[src/rtl/pipe_pkg.sv]
// rtl/pipe_pkg.sv - shared types and default widths for pipeline stage registers
package pipe_pkg;

    // Occupancy of the skid-buffered stage: nothing, main only, main plus skid
    typedef enum logic [1:0] {PS_EMPTY, PS_BUSY, PS_FULL} pipe_state_t;

    // Default bundle widths for an RV32 pipeline boundary
    localparam int PIPE_DATA_W = 128;
    localparam int PIPE_CTRL_W = 16;
    localparam int PIPE_CNT_W  = 16;

endpackage

[src/rtl/sat_counter.sv]
// rtl/sat_counter.sv - saturating up-counter, cleared only by reset
module sat_counter #(
    parameter int W = 16
) (
    input  logic         clk_i,
    input  logic         reset_i,
    input  logic         inc,
    output logic [W-1:0] cnt
);

    // Count qualifying cycles, sticking at all-ones instead of wrapping
    always_ff @(posedge clk_i or posedge reset_i) begin
        if (reset_i) begin
            cnt <= '0;
        end else if (inc && (cnt != {W{1'b1}})) begin
            cnt <= cnt + 1'b1;
        end
    end

endmodule

[src/rtl/pipe_stage_reg.sv]
// rtl/pipe_stage_reg.sv - valid/ready pipeline stage with flush, optional skid buffer and stall counter
module pipe_stage_reg
    import pipe_pkg::*;
#(
    parameter int DATA_W = PIPE_DATA_W,
    parameter int CTRL_W = PIPE_CTRL_W,
    parameter int SKID   = 1,
    parameter int CNT_W  = PIPE_CNT_W
) (
    input  logic              clk_i,
    input  logic              reset_i,
    input  logic              valid_i,
    output logic              ready_o,
    input  logic [DATA_W-1:0] data_i,
    input  logic [CTRL_W-1:0] ctrl_i,
    input  logic              flush_i,
    output logic              valid_o,
    input  logic              ready_i,
    output logic [DATA_W-1:0] data_o,
    output logic [CTRL_W-1:0] ctrl_o,
    output logic [CNT_W-1:0]  stall_cnt_o
);

    logic              in_xfer;
    logic              out_xfer;
    logic [CTRL_W-1:0] ctrl_q;

    assign in_xfer  = valid_i & ready_o;
    assign out_xfer = valid_o & ready_i;

    // Bubbles must never carry live write-enables downstream
    assign ctrl_o = ctrl_q & {CTRL_W{valid_o}};

    generate
        if (SKID != 0) begin : g_skid
            pipe_state_t       state;
            logic              ready_q;
            logic [DATA_W-1:0] skid_data;
            logic [CTRL_W-1:0] skid_ctrl;

            // ready_o comes straight from a flop so ready_i never reaches it combinationally
            assign ready_o = ready_q;
            assign valid_o = (state != PS_EMPTY);

            // Two-entry FSM: main always feeds the output, skid absorbs the one item
            // that arrives while ready_q is still high during a downstream stall
            always_ff @(posedge clk_i or posedge reset_i) begin
                if (reset_i) begin
                    state     <= PS_EMPTY;
                    ready_q   <= 1'b1;
                    data_o    <= '0;
                    ctrl_q    <= '0;
                    skid_data <= '0;
                    skid_ctrl <= '0;
                end else if (flush_i) begin
                    state   <= PS_EMPTY;
                    ready_q <= 1'b1;
                end else begin
                    case (state)
                        PS_EMPTY: begin
                            if (in_xfer) begin
                                data_o <= data_i;
                                ctrl_q <= ctrl_i;
                                state  <= PS_BUSY;
                            end
                        end
                        PS_BUSY: begin
                            if (in_xfer && out_xfer) begin
                                data_o <= data_i;
                                ctrl_q <= ctrl_i;
                            end else if (in_xfer) begin
                                skid_data <= data_i;
                                skid_ctrl <= ctrl_i;
                                state     <= PS_FULL;
                                ready_q   <= 1'b0;
                            end else if (out_xfer) begin
                                state <= PS_EMPTY;
                            end
                        end
                        PS_FULL: begin
                            if (out_xfer) begin
                                data_o  <= skid_data;
                                ctrl_q  <= skid_ctrl;
                                state   <= PS_BUSY;
                                ready_q <= 1'b1;
                            end
                        end
                        default: begin
                            state   <= PS_EMPTY;
                            ready_q <= 1'b1;
                        end
                    endcase
                end
            end
        end else begin : g_single
            logic valid_q;

            assign valid_o = valid_q;
            assign ready_o = ~valid_q | ready_i;

            // Single register: load on accept, drop valid once drained, flush kills valid only
            always_ff @(posedge clk_i or posedge reset_i) begin
                if (reset_i) begin
                    valid_q <= 1'b0;
                    data_o  <= '0;
                    ctrl_q  <= '0;
                end else if (flush_i) begin
                    valid_q <= 1'b0;
                end else if (in_xfer) begin
                    valid_q <= 1'b1;
                    data_o  <= data_i;
                    ctrl_q  <= ctrl_i;
                end else if (out_xfer) begin
                    valid_q <= 1'b0;
                end
            end
        end
    endgenerate

    sat_counter #(
        .W(CNT_W)
    ) u_stall_cnt (
        .clk_i  (clk_i),
        .reset_i(reset_i),
        .inc    (valid_o & ~ready_i),
        .cnt    (stall_cnt_o)
    );

endmodule

[config.mk]
export PLATFORM = sky130hd
export DESIGN_NAME = pipe_stage_reg
export DESIGN_NICKNAME = d
export VERILOG_FILES = /design/src/rtl/pipe_pkg.sv /design/src/rtl/sat_counter.sv /design/src/rtl/pipe_stage_reg.sv
export SDC_FILE = /design/constraint.sdc
export NUM_CORES = 1
export LEC_CHECK = 0
export CORE_ASPECT_RATIO = 1.25
export CORE_UTILIZATION = 23
export CTS_CLUSTER_SIZE = 16
export DETAILED_ROUTE_END_ITERATION = 6
export GPL_ROUTABILITY_DRIVEN = 0
export SETUP_SLACK_MARGIN = 0.2
export SLEW_MARGIN = 20
export SYNTH_ARGS = -nofsm -noshare
export SYNTH_HDL_FRONTEND = slang
export SYNTH_SLANG_ARGS = --single-unit
export TNS_END_PERCENT = 50
[constraint.sdc]
create_clock -name clk_i -period 25.8 [get_ports clk_i]
set_clock_uncertainty 0.2 [all_clocks]
set_input_delay 5.16 -clock clk_i [delete_from_list [all_inputs] [get_ports clk_i]]
set_output_delay 5.16 -clock clk_i [all_outputs]
set_load 0.01 [all_outputs]
==> impl_metrics.prom <==
# TYPE chip_impl_metric gauge
chip_impl_metric{name="core_region_area",unit="um^2"} 55000
chip_impl_metric{name="area_growth",unit="%"} 38.2
chip_impl_info{name="startpoint",value="ready_i"} 1
chip_impl_info{name="grt_setup_unrepaired",value="false"} 1
chip_impl_metric{name="nFillCells",unit=""} 5703
chip_impl_info{name="critical_path.startpoint_type",value="primary input"} 1
chip_impl_metric{name="power_frac_seq",unit=""} 0.450
chip_impl_metric{name="worstPathRequired",unit="ns"} 26.06
chip_impl_metric{name="synth_seq_cells",unit=""} 307
chip_impl_metric{name="final_antenna_net_count",unit=""} 0
chip_impl_metric{name="final_cell_area",unit="um^2"} 17700
chip_impl_metric{name="worstPathMaxFanout",unit=""} 104
chip_impl_metric{name="cp.buffers_inverters",unit=""} 3
chip_impl_info{name="holdCritPathClass",value="reg2reg"} 1
chip_impl_metric{name="fp.dieH",unit="um"} 266
chip_impl_metric{name="postSynth.asyncResetShare",unit=""} 1.00
chip_impl_metric{name="mapped_nets",unit=""} 1352
chip_impl_info{name="most_common_cell_after_layout_fill_and_taps_aside",value="clkdlybuf4s50_1"} 1
chip_impl_info{name="worst_path_cell_trace",value="clkdlybuf4s50_1 -> nand4b_1 -> a31oi_4 -> buf_6 -> buf_4 -> nor2_1 -> a31oi_1"} 1
chip_impl_metric{name="postSynthCellCount",unit=""} 1202
chip_impl_info{name="run_status",value="complete, no violations"} 1
chip_impl_metric{name="report.final.setup_viol",unit=""} 0
chip_impl_info{name="dominantRegCellSynth",value="dfrtp_1"} 1
chip_impl_metric{name="final_layout_size_suffix_gt1_frac",unit=""} 0.103
chip_impl_metric{name="wl_per_cell",unit="um"} 16.1
chip_impl_metric{name="internal_power",unit="uW"} 1100
chip_impl_metric{name="postSynthAreaPerCell",unit="um^2"} 10.7
chip_impl_metric{name="clkSinkCount",unit=""} 307
chip_impl_metric{name="worst_slew_margin_rel",unit=""} 0.285
chip_impl_metric{name="power.switching",unit="uW"} 429
chip_impl_metric{name="floorplan.initialDensity",unit=""} 0.233
chip_impl_metric{name="switching_share",unit=""} 0.280
chip_impl_metric{name="viasPerCell",unit=""} 4.39
chip_impl_info{name="worst_path_max_delay_cell",value="buf_4"} 1
chip_impl_metric{name="layout_worst_path_cycle_share",unit=""} 0.302
chip_impl_metric{name="grt_max_degree",unit=""} 145
chip_impl_metric{name="p_clk_frac",unit=""} 0.323
chip_impl_metric{name="postCtsSetupBuffers",unit=""} 0
chip_impl_metric{name="vias",unit=""} 9850
chip_impl_metric{name="synthesis.area",unit="um^2"} 12800
chip_impl_metric{name="dp_hpwl",unit="um"} 22200
chip_impl_metric{name="finalMaxSlewViolations",unit=""} 0
chip_impl_metric{name="r2r_cell_count",unit=""} 6
chip_impl_metric{name="nNetsFinal",unit=""} 1630
chip_impl_metric{name="fp.dieArea",unit="um^2"} 56800
chip_impl_metric{name="cts_hold_buffers",unit=""} 0
chip_impl_metric{name="synth-edff-count",unit=""} 0
chip_impl_metric{name="timing_hold_violations_final",unit=""} 0
chip_impl_metric{name="grt_remaining_overflow",unit=""} 0
chip_impl_metric{name="final.min_clock_period",unit="ns"} 7.80
chip_impl_info{name="ws_path_type",value="in2reg"} 1
chip_impl_metric{name="globalRouteTotalUtil",unit=""} 0.127
chip_impl_metric{name="die_x",unit="um"} 213
chip_impl_info{name="regToRegStartpoint",value="g_skid.state[1]"} 1
chip_impl_info{name="crit_path_end_kind",value="flop"} 1
chip_impl_metric{name="cts_inserted_buffers",unit=""} 37
chip_impl_info{name="critPathTopFamily",value="buffers and inverters"} 1
chip_impl_metric{name="clk-insertion-delay-late",unit="ns"} 0.53
chip_impl_metric{name="post_synth_num_cell_types",unit=""} 38
chip_impl_metric{name="drc_violations_left",unit=""} 0
chip_impl_info{name="mostFrequentLayoutCells",value="310 x clkdlybuf4s50_1, 306 x dfrtp_1, 296 x nand2_1, 150 x nor2_1, 146 x a31oi_1"} 1
chip_impl_metric{name="timing.hold.worst_path_depth",unit=""} 1
chip_impl_metric{name="cts_resized",unit=""} 0
chip_impl_metric{name="antenna_found_initial",unit=""} 6
chip_impl_info{name="holdCritStartpoint",value="g_skid.skid_ctrl[1]"} 1
chip_impl_metric{name="cap_violations",unit=""} 0
chip_impl_metric{name="finalWirelength",unit="um"} 36100
chip_impl_info{name="cts_root_buf",value="clkbuf_16"} 1
chip_impl_metric{name="grt_pass1_wl",unit="um"} 56900
chip_impl_metric{name="power.ir.vdd_worst",unit="V"} 0.0000557
chip_impl_metric{name="critical_path.max_stage_delay",unit="ns"} 0.83
chip_impl_metric{name="drt_iter0_drc",unit=""} 611
chip_impl_metric{name="max_freq",unit="GHz"} 0.128
chip_impl_metric{name="final.setup.tns",unit="ns"} 0
chip_impl_metric{name="wp_depth",unit=""} 7
chip_impl_metric{name="worstMarginPinSlew",unit="ns"} 1.06
chip_impl_metric{name="portBuffers",unit=""} 310
chip_impl_metric{name="clk_transition_reported_paths",unit="ns"} 0.06
chip_impl_info{name="cts_tree",value="yes"} 1
chip_impl_metric{name="synth-warning-count",unit=""} 0
chip_impl_metric{name="leakage",unit="uW"} 0.00731
chip_impl_metric{name="synth_seq_area_share",unit=""} 0.598
chip_impl_metric{name="pwr_density_cell",unit="nW/um^2"} 86.2
chip_impl_metric{name="cts.path.max_buffers",unit=""} 3
chip_impl_metric{name="cts.htree.levels",unit=""} 2
chip_impl_metric{name="timing.critical_path.arrival",unit="ns"} 8.06
chip_impl_metric{name="number_of_global_route_vias_before_repair",unit=""} 10271
chip_impl_metric{name="detailed_place.area",unit="um^2"} 16600
chip_impl_metric{name="ios",unit=""} 311
chip_impl_metric{name="drt_first_pass_iters",unit=""} 6
chip_impl_metric{name="row_count",unit=""} 96
chip_impl_metric{name="share_of_power_burned_in_combinational_logic",unit=""} 0.227
==> synth_stat cells (4+ instances only) <==
master	number	area [um^2]
a31oi_1	146	913
and3_1	4	25.0
buf_1	4	15.0
buf_2	41	205
buf_4	10	75.1
clkbuf_1	25	93.8
dfrtp_1	306	7660
inv_1	4	15.0
mux2_1	60	676
mux2_2	85	957
nand2_1	297	1110
nand4_1	11	68.8
nor2_1	150	563
nor2b_1	16	100
xnor2_1	10	87.6
==> power groups by stage <==
stage	Sequential (uW)	Clock [uW]	Combinational (uW)
after global placement	689	0	344
after global routing	707	532	382
final	689	494	347
after CTS	690	518	354
after detailed placement	697	0	353
after floorplan	705	0	154
==> area by class of cell <==
class / count / area (um^2) / area share
diodes: 4 / 10.0 / 0.000564
clock buffers: 51 / 1050 / 0.0592
clock inverters: 11 / 80.1 / 0.00451
inverters: 5 / 26.3 / 0.00148
multi-input cells: 809 / 4760 / 0.268
flip-flops and latches: 307 / 7680 / 0.433
well taps: 735 / 920 / 0.0518
repair buffers: 320 / 3210 / 0.181
==> metrics by stage <==
step,utilization,hold slack [ns],std cells,worst slack (ns),power [uW]
detailed placement,0.302,0.275,2176,17.18,1050
finish,0.323,0.284,2242,18.00,1530
global route,0.322,0.295,2241,17.72,1620
floorplan,-,0.258,1202,11.95,858
CTS,0.322,0.287,2238,17.73,1560
global placement,0.302,0.267,2176,17.25,1030
==> path summary, 6_finish.rpt <==
| path | to | slack (ns) |
|---|---|---|
| max reg2reg | data_o[56] | 22.71 |
| min in group asynchronous | data_o[86] | 4.99 |
| min | g_skid.skid_ctrl[1] | 0.28 |
| min reg2reg | g_skid.skid_ctrl[1] | 0.28 |
| max | data_o[56] | 18.00 |
| max in group asynchronous | g_skid.skid_data[116] | 18.97 |
==> metal layers <==
| metal | up-vias | track usage | routed length (um) | part of all wire |
|---|---|---|---|---|
| met2 | 292 | 0.211 | 17000 | 0.47 |
| met1 | 4837 | 0.150 | 15100 | 0.42 |
| li1 | 4650 | - | - | - |
| met5 | - | 0 | 44 | 0.0012 |
| met4 | 6 | 0.0479 | 1090 | 0.030 |
| met3 | 65 | 0.0450 | 2940 | 0.081 |
==> worst reg2reg max path, stage by stage, from the launching register on <==
cell,delay (ns)
dfrtp_1,0.48
nand4bb_1,0.32
a31oi_4,0.18
buf_6,0.60
buf_4,0.91
nor2_1,0.16
a31oi_1,0.17
==> sequential cells by signal, summed over array words and instances (netlist names) <==
signal	flops
g_skid.skid_data	128
data_o	128
g_skid.skid_ctrl	16
g_skid.state	2
ctrl_q	16
ready_o	1
u_stall_cnt.cnt	16
==> logic make-up (layout without fill, tap and decap cells) <==
kind of cell,after synthesis,after routing,synth area share
other,0,4,0
flip-flops,307,307,0.598
AND/OR/NAND/NOR,494,494,0.155
multiplexers,145,145,0.127
AO/OA/AOI/OAI,156,156,0.0768
XOR/XNOR,13,13,0.00887
adder cells (fa/ha/maj),1,1,0.000974
buffers and inverters,86,387,0.0326
Note: power is estimated with default switching activity, not from simulation.
